$ cat src/rtl/dither_pkg.sv
// rtl/dither_pkg.sv - shared mode encodings and 4x4 Bayer threshold table
// Contents: mode_e (2-bit dither mode), LINE_BITS (line/beat counter width),
//           bayer4(row, col) -> 4-bit ordered-dither threshold.
package dither_pkg;

  typedef enum logic [1:0] {
    MODE_PASS  = 2'd0,
    MODE_BAYER = 2'd1,
    MODE_DIFF  = 2'd2,
    MODE_ZERO  = 2'd3
  } mode_e;

  localparam int LINE_BITS = 16;

  // Row 0 occupies the top nibbles: {0,8,2,10},{12,4,14,6},{3,11,1,9},{15,7,13,5}
  localparam logic [63:0] BAYER_TABLE = 64'h082A_C4E6_3B19_F7D5;

  function automatic logic [3:0] bayer4(input logic [1:0] row, input logic [1:0] col);
    int idx;
    idx = int'({row, col});
    return BAYER_TABLE[63 - 4*idx -: 4];
  endfunction

endpackage

$ cat src/rtl/dither_if.sv
// rtl/dither_if.sv - pixel beat bus between a video source and dither_engine
// Signals: in_valid/in_sof/in_sol/in_data/mode (source -> engine),
//          out_valid/out_sol/out_data (engine -> sink).
// Modports: master = source/sink side, slave = engine side.
interface dither_if #(
  parameter int PIXELS   = 4,
  parameter int IN_BITS  = 8,
  parameter int OUT_BITS = 4
);
  logic                         in_valid;
  logic                         in_sof;
  logic                         in_sol;
  logic [PIXELS*IN_BITS-1:0]    in_data;
  logic [1:0]                   mode;
  logic                         out_valid;
  logic                         out_sol;
  logic [PIXELS*OUT_BITS-1:0]   out_data;

  modport master (
    output in_valid, in_sof, in_sol, in_data, mode,
    input  out_valid, out_sol, out_data
  );

  modport slave (
    input  in_valid, in_sof, in_sol, in_data, mode,
    output out_valid, out_sol, out_data
  );
endinterface

$ cat src/rtl/dither_quant.sv
// rtl/dither_quant.sv - one pixel: add offset, saturate, split into quantised value and remainder
// Ports: pix (IN_BITS) input pixel, addend (SHIFT bits) Bayer offset or carried error,
//        q (OUT_BITS) quantised pixel, rem (SHIFT bits) bits dropped by quantisation.
module dither_quant #(
  parameter int IN_BITS  = 8,
  parameter int OUT_BITS = 4
) (
  input  logic [IN_BITS-1:0]          pix,
  input  logic [IN_BITS-OUT_BITS-1:0] addend,
  output logic [OUT_BITS-1:0]         q,
  output logic [IN_BITS-OUT_BITS-1:0] rem
);
  localparam int SHIFT = IN_BITS - OUT_BITS;

  logic [IN_BITS:0]   sum;
  logic [IN_BITS-1:0] v;

  // One extra bit holds the carry so overflow saturates instead of wrapping.
  assign sum = {1'b0, pix} + (IN_BITS+1)'(addend);
  assign v   = sum[IN_BITS] ? {IN_BITS{1'b1}} : sum[IN_BITS-1:0];
  assign q   = v[IN_BITS-1:SHIFT];
  assign rem = v[SHIFT-1:0];
endmodule

$ cat src/rtl/dither_engine.sv
// rtl/dither_engine.sv - 2-stage pixel quantiser: truncate, ordered Bayer, 1-D error diffusion, zero
// Ports: clk (rising edge), rst (async, active-high), bus (dither_if.slave):
//        in_valid/in_sof/in_sol/in_data/mode in, out_valid/out_sol/out_data out,
//        output appears exactly 2 cycles after the input beat.
module dither_engine
  import dither_pkg::*;
#(
  parameter int PIXELS   = 4,
  parameter int IN_BITS  = 8,
  parameter int OUT_BITS = 4
) (
  input  logic     clk,
  input  logic     rst,
  dither_if.slave  bus
);
  localparam int SHIFT = IN_BITS - OUT_BITS;
  localparam int IW    = PIXELS * IN_BITS;
  localparam int OW    = PIXELS * OUT_BITS;
  // Only x mod 4 matters for the Bayer lookup, so PIXELS is reduced mod 4 too.
  localparam logic [1:0] P_LO = 2'(PIXELS % 4);

  // ---------------- stage 1: positions, flags, mode ----------------
  logic [LINE_BITS-1:0] y_q, bx_q, y_cur, bx_cur;
  logic                 line_start;
  mode_e                act_mode, beat_mode;

  logic          s1_valid, s1_sol;
  logic [IW-1:0] s1_data;
  logic [1:0]    s1_y, s1_bx;
  mode_e         s1_mode;

  assign line_start = bus.in_sol | bus.in_sof;

  always_comb begin
    y_cur     = bus.in_sof ? '0 : (bus.in_sol ? y_q + 16'd1 : y_q);
    bx_cur    = line_start ? '0 : bx_q + 16'd1;
    // The frame's first beat already uses the newly captured mode.
    beat_mode = bus.in_sof ? mode_e'(bus.mode) : act_mode;
  end

  always_ff @(posedge clk or posedge rst) begin
    if (rst) begin
      y_q      <= '0;
      bx_q     <= '0;
      act_mode <= MODE_PASS;
      s1_valid <= 1'b0;
      s1_sol   <= 1'b0;
      s1_data  <= '0;
      s1_y     <= '0;
      s1_bx    <= '0;
      s1_mode  <= MODE_PASS;
    end else begin
      s1_valid <= bus.in_valid;
      if (bus.in_valid) begin
        y_q      <= y_cur;
        bx_q     <= bx_cur;
        act_mode <= beat_mode;
        s1_sol   <= line_start;
        s1_data  <= bus.in_data;
        s1_y     <= y_cur[1:0];
        s1_bx    <= bx_cur[1:0];
        s1_mode  <= beat_mode;
      end
    end
  end

  // ---------------- stage 2: per-pixel quantisation ----------------
  logic [SHIFT-1:0]             err_q;
  logic [PIXELS:0][SHIFT-1:0]   err_chain;
  logic [OW-1:0]                q_data;
  logic                         out_valid_q, out_sol_q;
  logic [OW-1:0]                out_data_q;

  // Error restarts at each line so diffusion never leaks across lines.
  assign err_chain[0] = s1_sol ? '0 : err_q;

  for (genvar k = 0; k < PIXELS; k++) begin : g_pix
    logic [IN_BITS-1:0]  pix;
    logic [1:0]          x2;
    logic [3:0]          thr;
    logic [SHIFT-1:0]    bayer_add;
    logic [SHIFT-1:0]    addend;
    logic [OUT_BITS-1:0] qv;
    logic [SHIFT-1:0]    rem;

    assign pix       = s1_data[(PIXELS-1-k)*IN_BITS +: IN_BITS];
    assign x2        = s1_bx * P_LO + 2'(k % 4);
    assign thr       = bayer4(s1_y, x2);
    // Threshold scaled to the dropped-bit range: (B << SHIFT) >> 4.
    assign bayer_add = SHIFT'({thr, {SHIFT{1'b0}}} >> 4);
    assign addend    = (s1_mode == MODE_BAYER) ? bayer_add : err_chain[k];

    dither_quant #(
      .IN_BITS  (IN_BITS),
      .OUT_BITS (OUT_BITS)
    ) u_quant (
      .pix    (pix),
      .addend (addend),
      .q      (qv),
      .rem    (rem)
    );

    assign err_chain[k+1] = rem;
    assign q_data[(PIXELS-1-k)*OUT_BITS +: OUT_BITS] =
        (s1_mode == MODE_PASS) ? pix[IN_BITS-1:SHIFT] :
        (s1_mode == MODE_ZERO) ? '0 : qv;
  end

  always_ff @(posedge clk or posedge rst) begin
    if (rst) begin
      out_valid_q <= 1'b0;
      out_sol_q   <= 1'b0;
      out_data_q  <= '0;
      err_q       <= '0;
    end else begin
      out_valid_q <= s1_valid;
      out_sol_q   <= s1_valid & s1_sol;
      // Idle cycles leave both the output word and the carried error untouched.
      if (s1_valid) begin
        out_data_q <= q_data;
        err_q      <= (s1_mode == MODE_DIFF) ? err_chain[PIXELS] : '0;
      end
    end
  end

  assign bus.out_valid = out_valid_q;
  assign bus.out_sol   = out_sol_q;
  assign bus.out_data  = out_data_q;
endmodule

$ cat src/flat_wrapper.sv
// flat-port wrapper written by rule: the top's interface ports become plain ports
module dither_engine_flat import dither_pkg::*;
#(
  parameter int PIXELS   = 4,
  parameter int IN_BITS  = 8,
  parameter int OUT_BITS = 4
)
  (clk, rst, bus_in_valid, bus_in_sof, bus_in_sol, bus_in_data, bus_mode, bus_out_valid, bus_out_sol, bus_out_data);
  dither_if #(.PIXELS(PIXELS), .IN_BITS(IN_BITS), .OUT_BITS(OUT_BITS)) bus_i ();
  input  logic clk;
  input  logic rst;
  input wire logic [$bits(bus_i.in_valid)-1:0] bus_in_valid;
  input wire logic [$bits(bus_i.in_sof)-1:0] bus_in_sof;
  input wire logic [$bits(bus_i.in_sol)-1:0] bus_in_sol;
  input wire logic [$bits(bus_i.in_data)-1:0] bus_in_data;
  input wire logic [$bits(bus_i.mode)-1:0] bus_mode;
  output wire logic [$bits(bus_i.out_valid)-1:0] bus_out_valid;
  output wire logic [$bits(bus_i.out_sol)-1:0] bus_out_sol;
  output wire logic [$bits(bus_i.out_data)-1:0] bus_out_data;
  assign bus_i.in_valid = bus_in_valid;
  assign bus_i.in_sof = bus_in_sof;
  assign bus_i.in_sol = bus_in_sol;
  assign bus_i.in_data = bus_in_data;
  assign bus_i.mode = bus_mode;
  assign bus_out_valid = bus_i.out_valid;
  assign bus_out_sol = bus_i.out_sol;
  assign bus_out_data = bus_i.out_data;
  dither_engine #(.PIXELS(PIXELS), .IN_BITS(IN_BITS), .OUT_BITS(OUT_BITS)) u_core (.clk(clk), .rst(rst), .bus(bus_i));
endmodule
$ cat config.mk
export PLATFORM = sky130hd
export DESIGN_NAME = dither_engine_flat
export DESIGN_NICKNAME = d
export VERILOG_FILES = /design/src/rtl/dither_pkg.sv /design/src/rtl/dither_if.sv /design/src/rtl/dither_quant.sv /design/src/rtl/dither_engine.sv /design/src/flat_wrapper.sv
export SDC_FILE = /design/constraint.sdc
export NUM_CORES = 1
export LEC_CHECK = 0
export ABC_AREA = 1
export CAP_MARGIN = 0
export CORE_MARGIN = 5
export CORE_UTILIZATION = 30
export DETAILED_ROUTE_END_ITERATION = 10
export PLACE_DENSITY = 0.49
export SLEW_MARGIN = 20
export SYNTH_ARGS = -nofsm -noshare
export SYNTH_HDL_FRONTEND = slang
export SYNTH_SLANG_ARGS = --single-unit
$ cat constraint.sdc
create_clock -name clk -period 5.68 [get_ports clk]
set_input_delay 1.136 -clock clk [delete_from_list [all_inputs] [get_ports clk]]
set_output_delay 1.136 -clock clk [all_outputs]
set_load 0.02 [all_outputs]
# == After elaboration in Yosys (flattened, before gate mapping) ==
# Cells that the tools add are included.
# word_totals
regBits,74
input_bits,39
output_inout_bits,18
elab_cells,53
# classes
add_sub_neg,9
eq_ne,3
n_shift,4
mux,21
n_bitwise,2
reduce_logical,4
# ops
op,n
$shiftx A67 B32 Y4 const A,4
$mux W4,14
$add A8 B4 Y9,4
$mux W16,2
$mux W8,4
$sub A6 B6 Y7 const A,4
$add A16 B1 Y16 const B,1
$eq A2 B2 Y1 const B,2
$reduce_and A2 Y1,2
$eq A2 B1 Y1 const B,1
$logic_not A2 Y1,1
$mux W2,1
$reduce_bool A2 Y1,1
$and A1 B1 Y1,1
$or A1 B1 Y1,1

# == Depth between registers and ports, before layout ==
# Gate-level depths: netlist of run 1.
# depth
ltp_word,16
ltp_mapped,38
depth_no_buf,38

# == By module ==
# From an unflattened synthesis of run 1, not the netlist that was laid out.
# unflattened
hier_cells,511
hier_area_um2,3941.3
# modules_own_cells
module,n_inst,cells_each,area_each_um2,seq_area_each_um2
dither_engine,1,295,2737.6,1501.4
dither_quant at u_core.g_pix[0].u_quant ...,3,54,300.3,0.0
dither_quant at u_core.g_pix[1].u_quant,1,54,302.8,0.0

# == Worst setup path after synthesis of run 1 ==
# No wires, ideal clock.
# synth_timing
path_kind,reg2reg
startpoint,register u_core.act_mode[1] (netlist name)
endpoint,register u_core.err_q[3]
setup_ns,0.136
arrival_time_ns,5.218
required_time_ns,5.544
slack_ns,0.325
stages_incl_launch_ff,37
n_path_buf,0
synth_period_minus_slack_ns,5.355
path_cell_list,dfrtp_1 nor2_2 inv_2 nor2_1 a21oi_1 ha_1 fa_1 nand3_1 nand2_1 nand3_4 a21oi_1 ha_1 fa_1 nand3_1 nand2_1 nand3_1 nand2_1 nor2_1 nor2_1 ha_1 fa_1 nand3_1 nand2_1 nand3_1 nand2_1 nor2_1 nor2_1 ha_1 inv_1 fa_1 inv_1 nand3_1 nand2_1 nand3_1 inv_1 o21ai_1 o21ai_0
# synth_rtl
item,line_no,source
"end signal, assigned",dither_engine.sv:121,err_q <= (s1_mode == MODE_DIFF) ? err_chain[PIXELS] : '0;
"end, declared",dither_engine.sv:68,logic [SHIFT-1:0] err_q;

==> results of run 1 <==
-- cell type report --
cell class | count | area (um^2) | area share
Sequential cell | 60 | 1500 | 0.319
Inverter | 46 | 175 | 0.0372
Clock buffer | 14 | 254 | 0.0540
Multi-Input combinational cell | 320 | 1900 | 0.404
Tap cell | 147 | 184 | 0.0391
Clock inverter | 2 | 10.0 | 0.00213
Timing Repair Buffer | 73 | 683 | 0.145
-- worst max-delay path, delay by kind of cell, from the launching register on --
family / cells / cell delay (ns)
AOI/OAI and AO/OA: 6 / 0.60
adders and majority gates: 6 / 1.85
buffers and inverters: 5 / 0.45
DFF: 1 / 0.37
and+or+nand+nor: 18 / 1.90
-- Yosys cell counts, types with 2 or more instances --
library cell    n  area share
clkbuf_1        3      0.0031
buf_2           4      0.0055
inv_1          42       0.044
nor2_1         35       0.036
nand3_1        33       0.046
xnor2_1         5       0.012
inv_2           4      0.0042
nand4_1         6       0.010
fa_1            4       0.022
nand2_1       109        0.11
a31oi_1         4      0.0069
o211ai_1        4      0.0083
o21ai_0        27       0.037
dfrtp_1        60        0.42
mux2_2         19       0.059
buf_4           5       0.010
nand3b_1        4      0.0083
ha_1           18       0.062
a21oi_1        41       0.057
buf_6           4       0.012
or2_2           2      0.0035
-- layer usage --
metal | wire [um] | GRT usage
met1 | 4750 | 0.199
met2 | 4290 | 0.210
met3 | 390 | 0.0254
met4 | 249 | 0.0716
met5 | 0 | 0
-- state kept, by name, summed over array words and instances, names as in the netlist --
signal,cells
u_core.s1_data,32
u_core.bus.out_data,16
u_core.err_q,4
u_core.act_mode,2
u_core.s1_y,2
u_core.bus.out_sol,1
u_core.bus.out_valid,1
u_core.s1_sol,1
u_core.s1_valid,1
-- layout by cell type (no fill, tap or decap), types with 3 or more instances in the layout --
| master | synthesis | layout |
|---|---|---|
| fa_2 | 0 | 3 |
| o211ai_1 | 4 | 4 |
| xnor2_1 | 5 | 4 |
| nand3_1 | 33 | 31 |
| dfrtp_1 | 60 | 60 |
| a21oi_2 | 0 | 4 |
| nand2_1 | 109 | 107 |
| nand4_1 | 6 | 6 |
| inv_2 | 4 | 4 |
| inv_1 | 42 | 41 |
| o21ai_0 | 27 | 25 |
| clkdlybuf4s50_1 | 0 | 55 |
| mux2_2 | 19 | 19 |
| a31oi_1 | 4 | 4 |
| clkbuf_16 | 0 | 9 |
| buf_4 | 5 | 17 |
| ha_1 | 18 | 15 |
| nand3b_1 | 4 | 4 |
| clkbuf_1 | 3 | 4 |
| o21ai_1 | 1 | 3 |
| a21oi_1 | 41 | 37 |
| nor2_1 | 35 | 33 |
-- power by group through the flow --
stage,combinational (mW),clock (mW),sequential [mW]
finish,0.838,0.490,0.543
global route,0.944,0.518,0.552
CTS,0.796,0.501,0.541
detailed placement,0.790,0,0.548
global placement,0.792,0,0.548
floorplan,0.514,0,0.565
-- worst paths after layout --
check	startpoint	cells past startpoint	to	slack [ns]
min in group asynchronous	rst	3	u_core.s1_valid	1.34
max in group asynchronous	rst	3	u_core.s1_data[26]	3.82
worst max-delay path	u_core.act_mode[0]	35	u_core.bus.out_data[2]	0.44
worst min register to register	u_core.bus.out_data[7]	2	u_core.bus.out_data[7]	0.48
worst min-delay path	u_core.bus.out_data[7]	2	u_core.bus.out_data[7]	0.48
worst max register to register	u_core.act_mode[0]	35	u_core.bus.out_data[2]	0.44
-- timing repair --
item,CTS,global route
hold endpoints to repair,0,0
hold buffers,0,0
endpoints found under the setup margin,0,8
resized for setup,0,23
buffers inserted,0,4
-- through the flow --
step           cell area [um^2]   util
6_report                   4710  0.395
5_1_grt                    4710  0.395
4_1_cts                    4600  0.386
3_5_place_dp               4330  0.364
3_3_place_gp               4330  0.364
2_1_floorplan              3610      -
-- cell families after synthesis --
kind of cell / share of synthesized area
simple gates: 0.230
buf+inv: 0.0794
fa+ha+maj: 0.0846
flops: 0.416
xor+xnor: 0.0121
mux: 0.0593
compound gates: 0.119
==> metrics.txt, run 1 <==
status finished, final reports clean; Inserted Diodes 0; Layout Skew 0.00351 ns; #FFs+latches synth 60; I/O Buffers 56; wire length per cell 14.6 um; htree depth 3; Worst Tran Pin Value 0.780 ns; Mapped Cells 442; crit path DAT 5.50 ns; ANT nets after route 0; HP Class register to register; initial core utilization 0.303; cell area after synthesis 0.00361 mm^2; CTS Root Cell clkbuf_16; initial antenna violation count 0; Seq pwr share 0.290; Slowest-stage cell, CP fa_1; synth warn 0; CTS Buffer Depth 2; die area 0.0143 mm^2; Placement Rows 40; switching power 696 uW; first-pass GRT wire length 16.1 mm; Top Ports 57; final WL 9.69 mm; Clock power frac 0.262; syn nets 503; Hold Worst Slack 0.475 ns; period utilisation layout 0.923; fraction of layout cells with a size suffix above 1 0.150; largest net degree at the start of global routing 61; fillcell total 1,216; peak supply drop 0.139 mV; Final Instance Count excl. Fillers 662; die width 120 um; Seq/Total Area, Yosys 0.416; Fin Setup TNS 0 ns; Comb power frac 0.448; Final #Nets 571; Layout Area Growth over Synthesis 30.4%; Detailed Route Iter0 Violations 125; DR vias 3,135; maxcap violations 0; min Tclk post-route 5.24 ns; EDFF count, synth 0; DRC Markers 0; hpwl dp 7.09 mm; Pint 1.18 mW; max_slew headroom 0.480; Fin. Hold Viols 0; Synth cell types 30; dpl cells 642; vias per cell 4.74; Net Sw Frac 0.372; gpl congestion 0.861; CP Class register to register; vias in the first global route 3,133; Final setup violation count 0; GR Overflow Total 0; async set-reset flop share out of synthesis 1.00; Clock Latency Late Sink 0.33 ns; Pwr Total 1.87 mW; required time of the worst setup path 5.94 ns; first-pass iteration count of the detailed router 4; Avg Cell Area, Syn 8.17 um^2; static leakage 2.22 nW; Crit Path Max Fanout 10; Num CTS Buffers 9; max-slew violations 0; total global-route track usage 0.142; Die Height 120 um; P per Cell Area 397 mW/mm^2; Clk pin slew, worst setup/hold paths 0.05 ns; Startpoint Class register; Post-Place Setup Slack 0.0661 ns; top_reg_cell synth dfrtp_1; Setup WS post-layout 0.436 ns; FMAX 191 MHz; CTS Sinks 60; Worst path max stage delay 0.41 ns; CTS tree yes; Worst Setup End Kind register; CORE AREA 0.0119 mm^2
No activity file was read; power rests on OpenSTA's default activity.
==> run 2: changes to the inputs <==
- CORE_MARGIN: 5 -> 8
==> run 2 against run 1 <==
  * Non-clock buffer count shrank 5
  * Largest cell class unchanged
  * Clock-buffer cell count fell by 3
  * Die area is 10% higher
  * Via count up 0.99%
  * Design area decreased by 0.56%
  * Register-to-register slack better by 0.03 ns
  * Power increased by 0.22%
  * Utilization shrank 0.055 points
  * Hold slack improved by 0.0051 ns
  * Setup slack improved by 0.033 ns
  * Combinational power down 3.9%
  * Sequential power is essentially flat
==> metrics.txt, run 2 (synthesized netlist as in run 1, its figures left out) <==
HP Class register to register; final WL 9.83 mm (+1.4%); fraction of layout cells with a size suffix above 1 0.139 (-0.0103); GR Overflow Total 0 (unchanged); first-pass iteration count of the detailed router 5 (+1); hpwl dp 7.18 mm (+1.3%); most common cell after layout, fill and taps aside nand2_1; first-pass GRT wire length 16.2 mm (+0.60%); Crit Path Max Fanout 6 (-4); Pint 1.18 mW (+0.52%); Final setup violation count 0 (unchanged); CORE AREA 0.0119 mm^2 (-0.42%); Comb power frac 0.429 (-0.019); DR vias 3,166 (+0.99%); total global-route track usage 0.129 (-0.0132); Fin. Hold Viols 0 (unchanged); die area 0.0158 mm^2 (+10%); max-slew violations 0 (unchanged); DRC Markers 0 (unchanged); CP bufs+invs 5 (unchanged); required time of the worst setup path 5.86 ns (-0.08 ns); Top Ports 57 (unchanged); Worst R2R Setup Slack 0.47 ns (+0.03 ns); delay-heaviest family, CP adder cells; Inserted Diodes 0 (unchanged); maxcap violations 0 (unchanged); CTS tree yes; Pwr Total 1.87 mW (+0.22%); Worst Tran Pin Value 0.940 ns (+0.160 ns); initial antenna violation count 0 (unchanged); initial core utilization 0.304 (+0.00128); hold_buf cts 0 (unchanged); max_slew headroom 0.373 (-0.107); CP Class register to register; Worst path max stage delay 0.40 ns (about the same); max FFs per register 32 (unchanged); Startpoint Class register; period utilisation layout 0.917 (-0.00586); ANT nets after route 0 (unchanged); wire length per cell 15.0 um (+2.2%); switching power 694 uW (-0.29%); unrepaired setup endpoints after global routing false; FMAX 192 MHz (+0.64%); Layout Skew 0.00807 ns (+0.00456 ns); I/O Buffers 56 (unchanged); Worst Setup End Kind register; commonest non-fill, non-tap cells in the layout 106 x nand2_1, 60 x dfrtp_1, 55 x clkdlybuf4s50_1; largest reg by FF count u_core.s1_data; CTS Sinks 60 (unchanged); status finished, final reports clean; gpl congestion 0.898 (+4.3%); die width 126 um (+5.0%); vias per cell 4.82 (+1.8%); htree depth 3 (unchanged); Seq pwr share 0.291 (about the same); largest net degree at the start of global routing 61 (unchanged); crit path DAT 5.39 ns (-0.11 ns); Die Height 126 um (+5.0%); CTS Root Cell clkbuf_16; vias in the first global route 3,163 (+0.96%); Placement Rows 40 (unchanged); Layout Area Growth over Synthesis 29.7%; Clk pin slew, worst setup/hold paths 0.05 ns (about the same); Detailed Route Iter0 Violations 229 (+83%); CTS Buffer Depth 2 (unchanged); Clock Latency Late Sink 0.33 ns (about the same); min Tclk post-route 5.21 ns (-0.0333 ns); static leakage 2.19 nW (-1.1%); Slowest-stage cell, CP fa_1; Clock power frac 0.280 (+0.018); most frequent CP cell nand3_1; Net Sw Frac 0.370 (-0.00188); Final #Nets 566 (-0.88%); Fin Setup TNS 0 ns (unchanged); peak supply drop 0.120 mV (-13%); Num CTS Buffers 9 (unchanged); P per Cell Area 401 mW/mm^2 (+0.78%)
run 2: metrics by stage:
stage / cells / hold WS [ns] / utilization / setup WS, ns / cell area, um^2
after floorplan: 442 / 0.355 / - / 0.325 / 3610
after global placement: 636 / 0.465 / 0.361 / 0.296 / 4290
after detailed placement: 636 / 0.469 / 0.361 / 0.0619 / 4290
after CTS: 652 / 0.484 / 0.386 / 0.0491 / 4570
after global routing: 657 / 0.517 / 0.395 / 0.00908 / 4680
final: 657 / 0.480 / 0.395 / 0.470 / 4680
run 2: layer usage:
metal / global-route usage / up-vias / routed length, um
met1: 0.174 / 1474 / 4750
met3: 0.0211 / 13 / 486
met5: 0 / - / 0
met4: 0.0666 / 0 / 228
li1: - / 1592 / -
met2: 0.193 / 87 / 4370
run 2: path summary, 6_finish.rpt:
check,endpoint,cells past startpoint,from
setup / recovery,u_core.err_q[3],37,u_core.act_mode[0]
hold / removal,u_core.bus.out_data[3],2,u_core.bus.out_data[3]
setup reg to reg,u_core.err_q[3],37,u_core.act_mode[0]
hold reg to reg,u_core.bus.out_data[3],2,u_core.bus.out_data[3]
max in group asynchronous,u_core.s1_sol,3,rst
min in group asynchronous,u_core.bus.out_data[3],3,rst
run 2: timing repair:
item | 4_1_cts | 5_1_grt
gates resized for setup | 0 | 16
setup endpoints to repair | 0 | 8
setup buffers | 0 | 5
run 2: area by class of cell:
type,instances,area (um^2)
flip-flops and latches,60,1500
clock inverters,5,52.6
repair buffers,68,649
well taps,147,184
clock buffers,11,233
inverters,46,173
multi-input cells,320,1890
fillers,1201,7180
run 2: worst reg2reg max path: cells and delay by family (launching register included):
| kind | cells | cell delay, ns |
|---|---|---|
| flip-flops | 1 | 0.38 |
| AND/OR/NAND/NOR | 20 | 1.81 |
| buffers and inverters | 5 | 0.36 |
| AO/OA/AOI/OAI | 4 | 0.35 |
| adder cells (fa/ha/maj) | 8 | 2.18 |
run 2: power by group through the flow:
stage               clock network [mW]  registers (mW)  logic (mW)
floorplan                            0           0.565       0.514
global placement                     0           0.551       0.754
detailed placement                   0           0.550       0.756
CTS                              0.539           0.544       0.761
global route                     0.558           0.554       0.901
finish                           0.525           0.545       0.805
==> run 3: changes to the inputs <==
- MAX_ROUTING_LAYER: not set -> met4
- SETUP_SLACK_MARGIN: not set -> 0.4
==> run 3 against run 2 <==
  * Sequential power barely moved
  * Register-to-register slack improved by 0.09 ns
  * Sequential share of layout area fell by 1.7 points
  * Final cell count rose by 2.3%
  * Power rose by 6.9%
  * Flip-flop and latch count did not move
  * Highest routed layer unchanged
==> metrics.txt, run 3 (synthesized netlist as in run 1, its figures left out) <==
DR vias 3,262 (+3.0%); die width 126 um (unchanged); DRC Markers 0 (unchanged); CTS Buffer Depth 2 (unchanged); crit path DAT 5.30 ns (-0.09 ns); vias per cell 4.85 (+0.73%); CTS Root Cell clkbuf_16; vias in the first global route 3,304 (+4.5%); status finished, final reports clean; Post-Place Setup Slack 0.0311 ns (-0.0307 ns); most common cell after layout, fill and taps aside nand2_1; largest net degree at the start of global routing 61 (unchanged); peak supply drop 0.122 mV (+1.3%); period utilisation layout 0.901 (-0.0158); I/O Buffers 56 (unchanged); Final Instance Count excl. Fillers 672 (+2.3%); static leakage 2.27 nW (+3.7%); Fin. Hold Viols 0 (unchanged); first-pass iteration count of the detailed router 4 (-1); Layout Skew 0.00487 ns (-0.00320 ns); FMAX 195 MHz (+1.8%); hold path startpoint u_core.bus.out_data[15]; gpl congestion 0.843 (-6.2%); max-slew violations 0 (unchanged); required time of the worst setup path 5.86 ns (about the same); dpl cell area 0.00430 mm^2 (+0.23%); Worst path max stage delay 0.42 ns (+0.02 ns); HP Class register to register; hold_buf cts 0 (unchanged); Crit Path Max Fanout 5 (-1); Layout Area Growth over Synthesis 36.9%; largest reg by FF count u_core.s1_data; R2R cell count 30 (-19%); final WL 10.3 mm (+5.2%); P per Cell Area 406 mW/mm^2 (+1.3%); wire length per cell 15.4 um (+2.9%); fillcell total 1,214 (+1.1%); fraction of layout cells with a size suffix above 1 0.223 (+0.0836); Inserted Diodes 0 (unchanged); ANT nets after route 0 (unchanged); first-pass GRT wire length 16.8 mm (+3.4%); Worst R2R Start u_core.act_mode[1]; Placement Rows 40 (unchanged); min Tclk post-route 5.12 ns (-0.0900 ns); Worst Setup End Kind register; Clock Latency Late Sink 0.34 ns (about the same); Slowest-stage cell, CP dfrtp_1; htree depth 3 (unchanged); initial core utilization 0.304 (unchanged); Startpoint Class register; total global-route track usage 0.137 (+0.00794); CTS tree yes; Worst Tran Pin Value 0.793 ns (-0.148 ns); post-layout util 0.417 (+0.0222); dpl cells 637 (+0.16%); Num CTS Buffers 9 (unchanged); Worst R2R Setup Slack 0.56 ns (+0.09 ns); initial antenna violation count 0 (unchanged); CTS Sinks 60 (unchanged); Hold Crit Depth 2 (unchanged); GR Overflow Total 0 (unchanged); hpwl dp 7.25 mm (+0.89%); maxcap violations 0 (unchanged); Top Ports 57 (unchanged); die area 0.0158 mm^2 (unchanged); CP Class register to register; worst r2r dst u_core.err_q[3]; Clk pin slew, worst setup/hold paths 0.05 ns (about the same); max FFs per register 32 (unchanged); Final setup violation count 0 (unchanged); unrepaired setup endpoints after global routing true; Setup WS post-layout 0.560 ns (+0.0900 ns); Final #Nets 583 (+3.0%); Die Height 126 um (unchanged); Final Cell Area 0.00494 mm^2 (+5.6%); Detailed Route Iter0 Violations 153 (-33%); CORE AREA 0.0119 mm^2 (unchanged); commonest non-fill, non-tap cells in the layout 102 x nand2_1, 60 x dfrtp_1, 55 x clkdlybuf4s50_1; max_slew headroom 0.472 (+0.0985); Endpoint, Worst Hold u_core.bus.out_data[15]; Fin Setup TNS 0 ns (unchanged)
==> run 3: changes by cell type in the layout (fill, tap and decap cells not counted), moves of 6 or more <==
cell	delta
buf_4	+17
a21oi_1	-7
ha_1	-6
a21oi_2	+6
==> run 3: layout make-up <==
class	instances	area, um^2	share of cell area
Clock buffer	11	243	0.0491
Tap cell	147	184	0.0372
Inverter	46	175	0.0354
Timing Repair Buffer	85	781	0.158
Multi-Input combinational cell	320	2040	0.414
Sequential cell	60	1500	0.304
Clock inverter	3	15.0	0.00304
==> run 3: worst max path at each step <==
stage                             endpoint          startpoint  slack (ns)  depth (start not counted)
floorplan                  u_core.err_q[3]  u_core.act_mode[1]        0.43                         36
global placement           u_core.err_q[2]  u_core.act_mode[1]        0.20                         36
detailed placement         u_core.err_q[2]  u_core.act_mode[0]        0.03                         37
CTS                 u_core.bus.out_data[1]  u_core.act_mode[0]        0.40                         34
global route        u_core.bus.out_data[2]  u_core.act_mode[1]        0.26                         35
finish                     u_core.err_q[3]  u_core.act_mode[1]        0.56                         30
==> run 3: critical path: cells and delay by family, from the launching register on <==
kind | cells | cell delay [ns]
and+or+nand+nor | 11 | 1.31
adders and majority gates | 6 | 1.55
DFF | 1 | 0.42
buffers and inverters | 4 | 0.44
AOI/OAI and AO/OA | 9 | 1.24
==> run 3: layer usage <==
layer	vias to the layer above	wire [um]	global-route usage
met5	-	0	-
met4	0	153	0.0516
met3	12	419	0.0312
met2	76	4750	0.202
met1	1553	5020	0.179
li1	1621	-	-
==> run 3: report_power, final <==
group	switching, mW	internal [mW]
sequential	0.0522	0.492
combinational	0.520	0.452
clock	0.189	0.299
==> run 3: stage by stage <==
stage,total power [mW],hold slack (ns)
final,2.00,0.475
after detailed placement,1.32,0.468
after global placement,1.32,0.465
after CTS,1.85,0.482
after global routing,2.16,0.521
after floorplan,1.08,0.355
==> run 3: timing repair <==
| action | CTS | global route |
|---|---|---|
| cloned | 0 | 0 |
| gates resized for setup | 13 | 43 |
| endpoints found under the setup margin | 8 | 8 |
| buffers inserted | 4 | 17 |
| pin swaps | 3 | 28 |
